### config.mk
export PLATFORM = sky130hd
export DESIGN_NAME = fifo_rd_stream
export DESIGN_NICKNAME = d
export VERILOG_FILES = /design/src/rtl/fifo_rd_stream.sv
export SDC_FILE = /design/constraint.sdc
export NUM_CORES = 1
export LEC_CHECK = 0
export BUFFER_PORTS_ARGS = -buffer_cell sky130_fd_sc_hd__buf_2
export CAP_MARGIN = 15
export CORE_ASPECT_RATIO = 1.2
export CORE_MARGIN = 5
export CORE_UTILIZATION = 48
export DETAILED_ROUTE_END_ITERATION = 8
export MAX_ROUTING_LAYER = met4
export PLACE_DENSITY = 0.84
export SETUP_SLACK_MARGIN = 0.05
export SYNTH_ARGS = -nofsm -noshare
export SYNTH_HDL_FRONTEND = slang
export SYNTH_SLANG_ARGS = --single-unit
### constraint.sdc
create_clock -name clk -period 2.1 [get_ports clk]
set_clock_uncertainty 0.1 [all_clocks]
set_input_delay 0.63 -clock clk [delete_from_list [all_inputs] [get_ports clk]]
set_output_delay 0.63 -clock clk [all_outputs]
set_load 0.02 [all_outputs]
### src/rtl/fifo_rd_stream.sv
// -----------------------------------------------------------------------------
// fifo_rd_stream
// Converts the read side of a FIFO (rdata/rempty/rinc) into a valid/ready
// stream. A 2-entry register buffer (head, tail) sits between the FIFO and
// the stream. Because the pop strobe depends only on the buffer occupancy,
// there is no combinational path from m_tready back to rinc.
//
// Ports
//   clk      : clock, shared with the FIFO read clock
//   reset    : asynchronous, active-high reset
//   rdata    : FIFO read data, valid whenever rempty is low
//   rempty   : FIFO empty flag
//   rinc     : FIFO pop strobe, one word consumed per cycle it is high
//   m_tvalid : stream data valid (buffer not empty)
//   m_tready : stream ready
//   m_tdata  : stream data (head entry)
//   count    : words currently held in the buffer (0..2)
// -----------------------------------------------------------------------------
module fifo_rd_stream #(
  parameter int DSIZE = 8,
  parameter int DEPTH = 2
) (
  input  logic             clk,
  input  logic             reset,
  input  logic [DSIZE-1:0] rdata,
  input  logic             rempty,
  output logic             rinc,
  output logic             m_tvalid,
  input  logic             m_tready,
  output logic [DSIZE-1:0] m_tdata,
  output logic [1:0]       count
);

  logic [1:0]       cnt_p0;
  logic [1:0]       cnt_nxt;
  logic [DSIZE-1:0] head_p0;
  logic [DSIZE-1:0] tail_p0;
  logic             full;
  logic             push;
  logic             pop;

  assign full = (cnt_p0 == 2'(DEPTH));

  // Reset gates rinc directly so no word is consumed while the buffer is
  // held empty; the FIFO itself is also in reset during that time.
  assign rinc     = !rempty && !full && !reset;
  assign push     = rinc;
  assign pop      = m_tvalid && m_tready;
  assign m_tvalid = (cnt_p0 != 2'd0);
  assign m_tdata  = head_p0;
  assign count    = cnt_p0;

  always_comb begin
    cnt_nxt = cnt_p0;
    if (push && !pop) begin
      cnt_nxt = cnt_p0 + 2'd1;
    end else if (pop && !push) begin
      cnt_nxt = cnt_p0 - 2'd1;
    end
  end

  // Stage p0: occupancy (control, reset) and buffer entries (data, no reset)
  always_ff @(posedge clk or posedge reset) begin
    if (reset) begin
      cnt_p0 <= 2'd0;
    end else begin
      cnt_p0 <= cnt_nxt;
    end
  end

  // Head takes the incoming word when the buffer is, or is about to become,
  // empty of older words; otherwise the tail shifts forward on a pop.
  // A push while full cannot happen because rinc is gated by full.
  always_ff @(posedge clk) begin
    if (push && ((cnt_p0 == 2'd0) || ((cnt_p0 == 2'd1) && pop))) begin
      head_p0 <= rdata;
    end else if (pop && (cnt_p0 == 2'd2)) begin
      head_p0 <= tail_p0;
    end
    if (push && (cnt_p0 == 2'd1) && !pop) begin
      tail_p0 <= rdata;
    end
  end

endmodule

Yosys cells after proc, flatten, opt, wreduce, memory -nomap -nowiden
Index checks and enable logic that the tools add are counted.
- add/sub/neg operators: 2
- $mul: 0
- divide/modulo/power cells: 0
- $lt $le $gt $ge: 0
- eq/ne operators: 2
- shift operators: 0
- multiplexer cells: 4
- bitwise operators: 0
- reduce and logical (&&, ||, !) cells: 20
- operators with widths (kind ; count):
    two-way mux 8 bit ; 2
    logical AND 1 bit ; 10
    nonzero test 2 bit ; 3
    zero test 1 bit ; 5
    two-way mux 2 bit ; 2
    adder 2 x 1 -> 2 bit (second input constant) ; 1
    == test 2 x 1 -> 1 bit (second input constant) ; 1
    == test 2 bit (second input constant) ; 1
    zero test 2 bit ; 1
    subtractor 2 x 1 -> 2 bit (second input constant) ; 1
    logical OR 1 bit ; 1
- register bits: 18
- bits in latches: 0
- bits in writable memories: 0
- memory bits (read-only): 0
- input bits: 12
- output and inout bits: 12
- logic and storage cells: 31
- memories kept: 0

Depth between registers and ports, before layout
Gate-level depths: netlist (run 1).
- depth after elaboration: 8
- depth in mapped cells: 6
- mapped depth without buffers: 5

Worst setup path after synthesis (run 1)
Ideal clock, no wire load.
- path type: flip-flop to flip-flop
- start: reg cnt_p0[0], in the netlist count[0]
- end: reg head_p0[0], in the netlist m_tdata[0], data pin
- library setup time: 0.260 ns
- data arrival time: 1.817 ns
- required time: 1.740 ns
- setup slack: -0.077 ns
- cell stages (with the launch flop): 7
- path buffers: 1
- period minus slack after synthesis: 2.177 ns
- cells stage by stage: dfrtp_1 -> inv_1 -> ha_1 -> nor3_4 -> and2b_1 -> buf_6 -> mux2_2
- cells in the longest elaborated chain, start to end: 6
- elaborated cells between the ends (all ways): 12
- classes of those cells: 2 x eq/ne; 1 x mux; 9 x reduce/logical
- RTL lines (what ; line ; source):
    start, declared ; 34 ; logic [1:0] cnt_p0;
    start signal, assigned ; 67 ; cnt_p0 <= cnt_nxt;
    == test 2 bit ; 42 ; assign full = (cnt_p0 == 2'(DEPTH));
    zero test 1 bit ; 46 ; assign rinc = !rempty && !full && !reset;
    logical AND 1 bit (2 in a row) ; 46 ;
    named net rinc ; 27 ; output logic rinc,
    logical AND 1 bit ; 75 ; if (push && ((cnt_p0 == 2'd0) || ((cnt_p0 == 2'd1) && pop))) begin
    two-way mux 8 bit ; 75 ;
    end signal, assigned ; 76 ; head_p0 <= rdata;
    end signal, assigned ; 78 ; head_p0 <= tail_p0;
    end, declared ; 36 ; logic [DSIZE-1:0] head_p0;
The timed path passes the listed nets, and every way through them passes these cells.
A chain may end at the register's enable or synchronous reset.

Final worst setup path (run 1)
- start: reg cnt_p0[1], in the netlist count[1]
- end: out rinc
- cells in the longest elaborated chain, start to end: 4
- RTL lines (what ; line):
    == test 2 bit ; 42
    zero test 1 bit ; 46
    logical AND 1 bit (2 in a row) ; 46
    end, declared ; 27
Every way passes these cells.

==> results_dict.tcl, run 1 <==
set metrics [dict create \
    floorplan.die.width_um 46.9 \
    p_sw_w 0.000419 \
    hold_violations 0 \
    critical_path.top_delay_family "flip-flops" \
    comb_power_share_pct 42.4 \
    worst-endpoint-arrival_ns 1.24 \
    ys_seq_elements 18 \
    setup-tns-final_ns 0 \
    port_buffers 23 \
    fmax_ghz 0.508 \
    drc 0 \
    filler_cell_count 138 \
    final_antenna_net_count 0 \
    layout-drive-gt1-share_pct 58.4 \
    path_cells "ha_2 > nor3_4 > buf_6" \
    via_count 490 \
    hpwl_um 1130 \
    drt-vias-per-instance 5.16 \
    fp.dieArea_um2 2550 \
    clock-sinks 18 \
    drv_slew 0 \
    clockPowerShare_pct 14.7 \
    worst_setup_path_startpoint "count[1]" \
    syn_area_per_cell_um2 16.7 \
    min_path_type "primary input to asynchronous set/reset pin" \
    cell_internal_power_dissipation_w 0.000769 \
    cts_buffer_depth 2 \
    wl_per_cell_um 16.0 \
    drt_iter0_drc 4 \
    hold-worst-slack_ns 0.0930 \
    rsz0062_at_grt "yes" \
    initial_utilization_pct 49.1 \
    cp.required_ns 1.37 \
    worstPathBufferInverterCount 1 \
    ctsRootBufferMaster "clkbuf_4" \
    timing.setup.critical_path_class "flip-flop to output pin" \
    clock_tree.htree_level_count 1 \
    post-route-min-period_ns 1.97 \
    power_per_cell_area_nw_per_um2 1200 \
    fp.dieH_um 54.3 \
    worst_pin_slew_ns 0.230 \
    cts_inserted_buffers 3 \
    path_clk_slew_ns 0.10 \
    final_net_count 93 \
    mappedNetlistNets 62 \
    grt_pass1_wl_um 2390 \
    reg_to_reg_start "count[0]" \
    syn_area_um2 786 \
    groute.usage.overall_pct 15.2 \
    place.gp.congestion 0.742 \
    clock_insertion_delay_at_the_later_pin_of_the_skew_report_ns 0.30 \
    grt_start_max_net_pins 11 \
    critical_path_peak_fanout 4 \
    floorplan_row_count 16 \
    antenna_found_initial 0 \
    vias_in_the_first_global_route 519 \
    power.sequential.fraction_pct 42.9 \
    synth_cells 47 \
    tritoncts "built" \
    layout-area-overhead-vs-synth_pct 26.4 \
    setup-violations-final 0 \
    worst_ir_drop_vdd_mv 0.586 \
    switching_share_pct 35.3 \
    max_slew_headroom_at_the_worst_pin_pct 84.6 \
    design.portCount 24 \
    max_cap_viol_count 0 \
    p_leak_nw 0.406 \
    synth_seq_area_share_pct 67.5 \
    min_period_over_period_pct 93.7 \
    antenna-diode-count 0 \
    ctsHoldBuffers 0 \
    grt-ovfl-total 0 \
    yosys_warnings 0 \
    status "completed" \
    critPathCaptureType "output pin" \
    worst_path_max_delay_cell "dfrtp_1" \
    final_routed_wirelength_um 1520 \
    critical_path.max_stage_delay_ns 0.43 \
    worst_setup_path_start_kind "flip-flop" \
    yosys.cell_types.count 17 \
    drt-pass1-iter-count 4 \
    core_area_um2 1600 \
]
[through the flow]
step	instances	total power (W)	worst slack (ns)	cell area, um2	util (%)
after floorplan	47	0.000840	0.0518	787	-
after global placement	89	0.000966	0.134	941	58.8
after detailed placement	89	0.000986	0.0682	941	58.8
after CTS	95	0.00118	0.0685	987	61.6
after global routing	95	0.00127	0.0380	993	62.0
final	95	0.00119	0.132	993	62.0
[layer usage]
layer | track usage (%) | up-vias | share of wire [%]
li1 | - | 234 | -
met1 | 14.5 | 225 | 37
met2 | 24.4 | 24 | 50
met3 | 3.62 | 7 | 8.8
met4 | 14.3 | 0 | 5.0
met5 | - | - | 0
[power by group through the flow]
stage	Clock, W	Combinational, W	Sequential [W]
floorplan	0	0.000249	0.000591
global placement	0	0.000444	0.000522
detailed placement	0	0.000460	0.000526
CTS	0.000177	0.000496	0.000511
global route	0.000201	0.000554	0.000519
finish	0.000174	0.000504	0.000510
[final cells by class]
class | instances | area, um2 | share of cell area, %
clock inverters | 1 | 3.75 | 0.378
inverters | 4 | 15.0 | 1.51
multi-input cells | 24 | 234 | 23.6
clock buffers | 3 | 22.5 | 2.27
repair buffers | 27 | 164 | 16.5
well taps | 18 | 22.5 | 2.27
flip-flops and latches | 18 | 532 | 53.5
[cells by family (layout without fill, tap and decap cells)]
kind of cell             after synthesis  in the layout  share of synthesized area [%]
XOR/XNOR                               2              2                           2.23
flip-flops                            18             18                           67.5
buffers and inverters                  5             35                           3.34
multiplexers                           8              8                           11.5
AO/OA/AOI/OAI                          5              5                           3.82
AND/OR/NAND/NOR                        5              5                           5.58
adder cells (fa/ha/maj)                4              4                           6.05
[timing repair]
item	CTS	global route
setup endpoints to repair	1	5
pin swaps	1	1
setup buffers	2	0
gates resized for setup	2	3
[state kept, by name, indices dropped and copies added (netlist names)]
register / flops
count: 2
tail_p0: 8
m_tdata: 8
[path summary, 6_finish.rpt]
| kind | to | slack [ns] | depth (start not counted) |
|---|---|---|---|
| worst min-delay path | count[0] | 0.09 | 2 |
| max in group asynchronous | count[0] | 1.69 | 2 |
| worst max register to register | m_tdata[4] | 0.16 | 6 |
| worst min register to register | m_tdata[5] | 0.47 | 1 |
| worst max-delay path | rinc | 0.13 | 3 |
| min in group clk | tail_p0[1] | 0.41 | 1 |
[cells in the mapped netlist]
library cell | count | share of area [%]
mux2_2 | 8 | 11
inv_1 | 4 | 1.9
maj3_1 | 1 | 1.3
nor2b_1 | 1 | 0.80
xnor2_1 | 2 | 2.2
nand2b_1 | 1 | 0.80
o22ai_1 | 1 | 0.80
dfrtp_1 | 2 | 6.4
edfxtp_1 | 16 | 61
and2b_1 | 1 | 0.96
buf_6 | 1 | 1.4
a21oi_1 | 2 | 1.3
and3_2 | 1 | 0.96
nor3_4 | 1 | 2.1
o21ai_0 | 1 | 0.64
a21o_2 | 1 | 1.1
ha_1 | 3 | 4.8
[cells in the final DEF (no fill, tap or decap)]
cell type,count
dfrtp_1,1
o21ai_0,1
xnor2_1,2
buf_6,1
ha_1,1
a21oi_1,2
and2b_1,1
mux2_2,8
edfxtp_1,16
clkinv_1,1
buf_12,1
ha_2,2
dfrtp_2,1
buf_2,22
and3_2,1
nor3_4,1
o22ai_1,1
buf_4,3
clkbuf_4,3
a21o_2,1
maj3_1,1
nor2b_1,1
inv_1,3
nand2b_1,1
inv_2,1
[worst register-to-register path: stages (launching register included)]
cell     delay, ns
dfrtp_2       0.42
buf_4         0.14
ha_1          0.20
a21oi_1       0.18
and2b_1       0.23
buf_12        0.14
a21o_2        0.27
(Power assumes the default switching activity.)
==> run 2: changes to the inputs <==
Settings changed: RECOVER_POWER from default to 50.
==> run 2 against run 1 <==
Against the previous run: utilization is 1.3 points lower; clock power hardly changed; critical path depth stayed put; combinational power is 4.2% lower; fmax is 0.18% lower; cell count stayed put; sequential power hardly changed.
==> results_dict.tcl, run 2 (synthesis results as in run 1) <==
set metrics [dict create \
    layout-area-overhead-vs-synth_pct 23.7 \
    fmax_ghz 0.507 \
    fp.dieH_um 54.3 \
    final_common_cell "edfxtp_1" \
    grt_pass1_wl_um 2390 \
    layout.cells.most_common_list "edfxtp_1 (16), clkbuf_1 (14), mux2_2 (8), buf_2 (8)" \
    tritoncts "built" \
    clock_tree.htree_level_count 1 \
    antenna-diode-count 0 \
    setup-violations-final 0 \
    rsz0062_at_grt "yes" \
    critical_path.top_delay_family "flip-flops" \
    ctsRootBufferMaster "clkbuf_4" \
    fp.dieArea_um2 2550 \
    grt_start_max_net_pins 11 \
    layout-drive-gt1-share_pct 37.7 \
    drt-vias-per-instance 5.20 \
    path_cells "ha_2 > nor3_4 > buf_6" \
    final_net_count 93 \
    worst_path_max_delay_cell "dfrtp_1" \
    antenna_found_initial 0 \
    final_routed_wirelength_um 1550 \
    place.gp.congestion 0.742 \
    critical_path_peak_fanout 4 \
    setup_ws_ns 0.129 \
    critical_path.max_stage_delay_ns 0.43 \
    worst_ir_drop_vdd_mv 0.569 \
    floorplan.die.width_um 46.9 \
    timing.setup.critical_path_class "flip-flop to output pin" \
    path_clk_slew_ns 0.09 \
    wl_per_cell_um 16.3 \
    worst-endpoint-arrival_ns 1.24 \
    drt_iter0_drc 6 \
    drv_slew 0 \
    vias_in_the_first_global_route 519 \
    cp.required_ns 1.37 \
    drt-pass1-iter-count 4 \
    filler_cell_count 144 \
    cts_buffer_depth 2 \
    worst_setup_path_start_kind "flip-flop" \
    finish.utilization_pct 60.7 \
    design.portCount 24 \
    groute.usage.overall_pct 15.2 \
    post-route-min-period_ns 1.97 \
    ctsHoldBuffers 0 \
    min_path_type "primary input to asynchronous set/reset pin" \
    status "completed" \
    clock_insertion_delay_at_the_later_pin_of_the_skew_report_ns 0.30 \
    grt-ovfl-total 0 \
    via_count 494 \
    initial_utilization_pct 49.1 \
    min_period_over_period_pct 93.9 \
    final_antenna_net_count 0 \
    hpwl_um 1130 \
    critPathCaptureType "output pin" \
    power_per_cell_area_nw_per_um2 1200 \
    port_buffers 23 \
    drc 0 \
    p_leak_nw 0.369 \
    worstPathBufferInverterCount 1 \
    detailedPlace.worstSlack_ns 0.0682 \
    clock-sinks 18 \
    floorplan_row_count 16 \
    worst_pin_slew_ns 0.394 \
    max_cap_viol_count 0 \
    setup-tns-final_ns 0 \
    cts_inserted_buffers 3 \
    core_area_um2 1600 \
    hold_violations 0 \
    max_slew_headroom_at_the_worst_pin_pct 73.8 \
]
==> run 2: changes by cell type in the layout (fill, tap and decap cells not counted) <==
cell      change
ha_2          -1
and3_2        -1
ha_1          +1
clkbuf_1     +14
buf_2        -14
and3_1        +1
==> run 2: metal layers <==
layer	global-route usage [%]	share of wire [%]
met1	14.5	37
met2	24.4	49
met3	3.62	8.3
met4	14.3	4.9
met5	-	0
==> run 2: final timing paths <==
check | start | to | slack [ns] | cells past startpoint
max | count[1] | rinc | 0.13 | 3
min | reset | count[0] | 0.1 | 2
max reg2reg | count[1] | m_tdata[0] | 0.17 | 6
min reg2reg | tail_p0[5] | m_tdata[5] | 0.47 | 1
max in group asynchronous | reset | count[0] | 1.68 | 2
min in group clk | rdata[1] | tail_p0[1] | 0.41 | 1
==> run 2: power breakdown <==
| part | leakage [nW] | internal, W | switching [W] |
|---|---|---|---|
| sequential | 0.169 | 0.000482 | 0.0000298 |
| combinational | 0.184 | 0.000197 | 0.000286 |
| clock | 0.0154 | 0.0000694 | 0.000105 |
==> run 2: metrics by stage <==
stage               power [W]  hold WS (ns)  cells  cell area [um2]
finish                0.00117        0.0999     95              972
global route          0.00125        0.0957     95              972
CTS                   0.00118        0.0921     95              987
detailed placement   0.000986         0.417     89              941
global placement     0.000966         0.409     89              941
floorplan            0.000840         0.271     47              787
==> run 2: final cells by class <==
type	instances	area, um2	area share, %
repair buffers	27	146	15.1
flip-flops and latches	18	532	54.7
well taps	18	22.5	2.32
multi-input cells	24	230	23.7
clock buffers	3	22.5	2.32
clock inverters	1	3.75	0.386
inverters	4	15.0	1.54
==> run 2: timing repair <==
item                       in CTS  in global routing
gates resized for setup         2                  3
setup endpoints to repair       1                  5
pin swaps                       1                  1
setup buffers                   2                  0
gates cloned                    0                  0
==> run 2: worst reg2reg max path: cells and delay by family (launching register included) <==
| family | cells | cell delay [ns] |
|---|---|---|
| flops | 1 | 0.43 |
| buf+inv | 2 | 0.28 |
| fa+ha+maj | 1 | 0.22 |
| mux | 1 | 0.34 |
| simple gates | 2 | 0.31 |
==> run 3: changes to the inputs <==
Settings changed: BUFFER_PORTS_ARGS -buffer_cell sky130_fd_sc_hd__buf_2 to default, CORE_AREA from default to 5 5 42 44, CORE_ASPECT_RATIO 1.2 to default, CORE_MARGIN 5 to default, CORE_UTILIZATION 48 to default, DIE_AREA from default to 0 0 47 49, DONT_BUFFER_PORTS from default to 1, RECOVER_POWER 50 to default.
Clock period 2.1 ns to 2.5 ns, I/O delays scaled along.
==> run 3 against run 2 <==
Against the previous run: combinational power down 38%; sequential power down 9.2%; clock power down 20%; utilization down 0.52 points; first-iteration DRC count down 50%; die area down 9.7%; critical path depth up 2; worst hold slack worse by 0.0014 ns; sequential share of layout area up 8.2 points; cell area down 13%; clock-buffer cell count unchanged; flip-flop and latch count unchanged.
==> results_dict.tcl, run 3 (synthesis results as in run 1) <==
set metrics [dict create \
    status "completed" \
    worst_ir_drop_vdd_mv 0.608 \
    grt_start_max_net_pins 11 \
    place.gp.congestion 0.782 \
    cp.required_ns 2.43 \
    floorplan_row_count 14 \
    antenna_found_initial 0 \
    design.portCount 24 \
    timing.setup.critical_path_class "flip-flop to flip-flop" \
    setup-violations-final 0 \
    power_per_cell_area_nw_per_um2 1070 \
    core_area_um2 1400 \
    fmax_ghz 0.468 \
    layout.cells.most_common_list "edfxtp_1 (16), mux2_2 (8), inv_1 (4)" \
    final_net_count 69 \
    clock_tree.htree_level_count 1 \
    hold-worst-slack_ns 0.0985 \
    fp.dieArea_um2 2300 \
    antenna-diode-count 0 \
    path_cells "inv_1 > ha_1 > nor3_4 > and2b_1 > mux2_2" \
    cts_inserted_buffers 3 \
    worst_setup_path_start_kind "flip-flop" \
    wl_per_cell_um 17.7 \
    critical_path.max_stage_delay_ns 0.41 \
    worst_pin_slew_ns 0.367 \
    clock_insertion_delay_at_the_later_pin_of_the_skew_report_ns 0.28 \
    cts_resized 0 \
    switching_share_pct 34.7 \
    worst-endpoint-arrival_ns 2.07 \
    critPathCaptureType "flip-flop" \
    drt_iter0_drc 3 \
    max_slew_headroom_at_the_worst_pin_pct 75.5 \
    grt-ovfl-total 0 \
    final_routed_wirelength_um 1220 \
    ctsRootBufferMaster "clkbuf_4" \
    layout-area-overhead-vs-synth_pct 7.32 \
    filler_cell_count 111 \
    finish.utilization_pct 60.2 \
    hpwl_um 968 \
    floorplan.die.width_um 47 \
    min_period_over_period_pct 85.5 \
    post_cts_setup_bufs 0 \
    groute.usage.overall_pct 12.1 \
    p_sw_w 0.000314 \
    drc 0 \
    drt-pass1-iter-count 3 \
    place_inst 65 \
    setup-tns-final_ns 0 \
    layout-drive-gt1-share_pct 32.1 \
    p_leak_nw 0.309 \
    worst_path_max_delay_cell "and2b_1" \
    grt_pass1_wl_um 1930 \
    clock-sinks 18 \
    drv_slew 0 \
    fp.dieH_um 49 \
    clockPowerShare_pct 15.4 \
    comb_power_share_pct 33.1 \
    final_common_cell "edfxtp_1" \
    power.sequential.fraction_pct 51.4 \
    port_buffers 0 \
    vias_in_the_first_global_route 398 \
    path_clk_slew_ns 0.09 \
    critical_path_peak_fanout 9 \
    ctsHoldBuffers 0 \
    post_layout_nonfiller_instances 69 \
    initial_utilization_pct 56.1 \
    hold_violations 0 \
    rsz0062_at_grt "no" \
    cts_buffer_depth 2 \
    max_cap_viol_count 0 \
    tritoncts "built" \
    cell_internal_power_dissipation_w 0.000589 \
    post-route-min-period_ns 2.14 \
    min_path_type "primary input to asynchronous set/reset pin" \
    drt-vias-per-instance 5.39 \
    via_count 372 \
    final_antenna_net_count 0 \
]
## run 3: changes by cell type in the layout (fill, tap and decap cells not counted)
cell and change:
and3_2 +1, ha_1 +1, and3_1 -1, buf_12 -1
inv_1 +1, dfrtp_2 -1, ha_2 -1, inv_2 -1
dfrtp_1 +1, buf_6 -1, buf_2 -8, clkbuf_1 -14
## run 3: power by group through the flow
stage / clock (W) / combinational [W] / sequential, W
3_5_place_dp: 0 / 0.000303 / 0.000474
3_3_place_gp: 0 / 0.000293 / 0.000469
4_1_cts: 0.000141 / 0.000306 / 0.000466
5_1_grt: 0.000160 / 0.000328 / 0.000472
6_report: 0.000139 / 0.000299 / 0.000465
2_1_floorplan: 0 / 0.000210 / 0.000494
## run 3: metrics by stage
stage / worst slack [ns] / cell area, um2 / total power [W]
detailed placement: 0.254 / 817 / 0.000777
global placement: 0.284 / 817 / 0.000762
global route: 0.274 / 843 / 0.000960
CTS: 0.350 / 843 / 0.000913
floorplan: 0.323 / 786 / 0.000704
finish: 0.363 / 843 / 0.000903
## run 3: worst max-delay path, delay by kind of cell (launching register included)
family        cells  cell delay [ns]
flops             1             0.36
simple gates      2             0.73
mux               1             0.39
buf+inv           1             0.07
fa+ha+maj         1             0.24
## run 3: final timing paths
path	from	to	slack [ns]	cells after the start
worst max-delay path	count[0]	m_tdata[3]	0.36	5
worst min-delay path	reset	count[0]	0.1	1
worst max register to register	count[0]	m_tdata[3]	0.36	5
worst min register to register	tail_p0[2]	m_tdata[2]	0.45	1
max in group asynchronous	reset	count[1]	2.10	1
min in group clk	tail_p0[2]	m_tdata[2]	0.45	1
## run 3: cell type report
type | count | area, um2 | share of cell area (%)
clock buffers | 3 | 22.5 | 2.67
multi-input cells | 24 | 229 | 27.2
inverters | 4 | 15.0 | 1.78
clock inverters | 1 | 3.75 | 0.445
well taps | 16 | 20.0 | 2.37
flip-flops and latches | 18 | 531 | 62.9
repair buffers | 3 | 22.5 | 2.67
## run 3: per-layer routing
metal / track usage [%] / up-vias / routed length [um]
met1: 15.5 / 174 / 517
met4: 5.53 / 0 / 22
li1: - / 183 / -
met5: - / - / 0
met2: 17.9 / 13 / 603
met3: 2.95 / 2 / 74
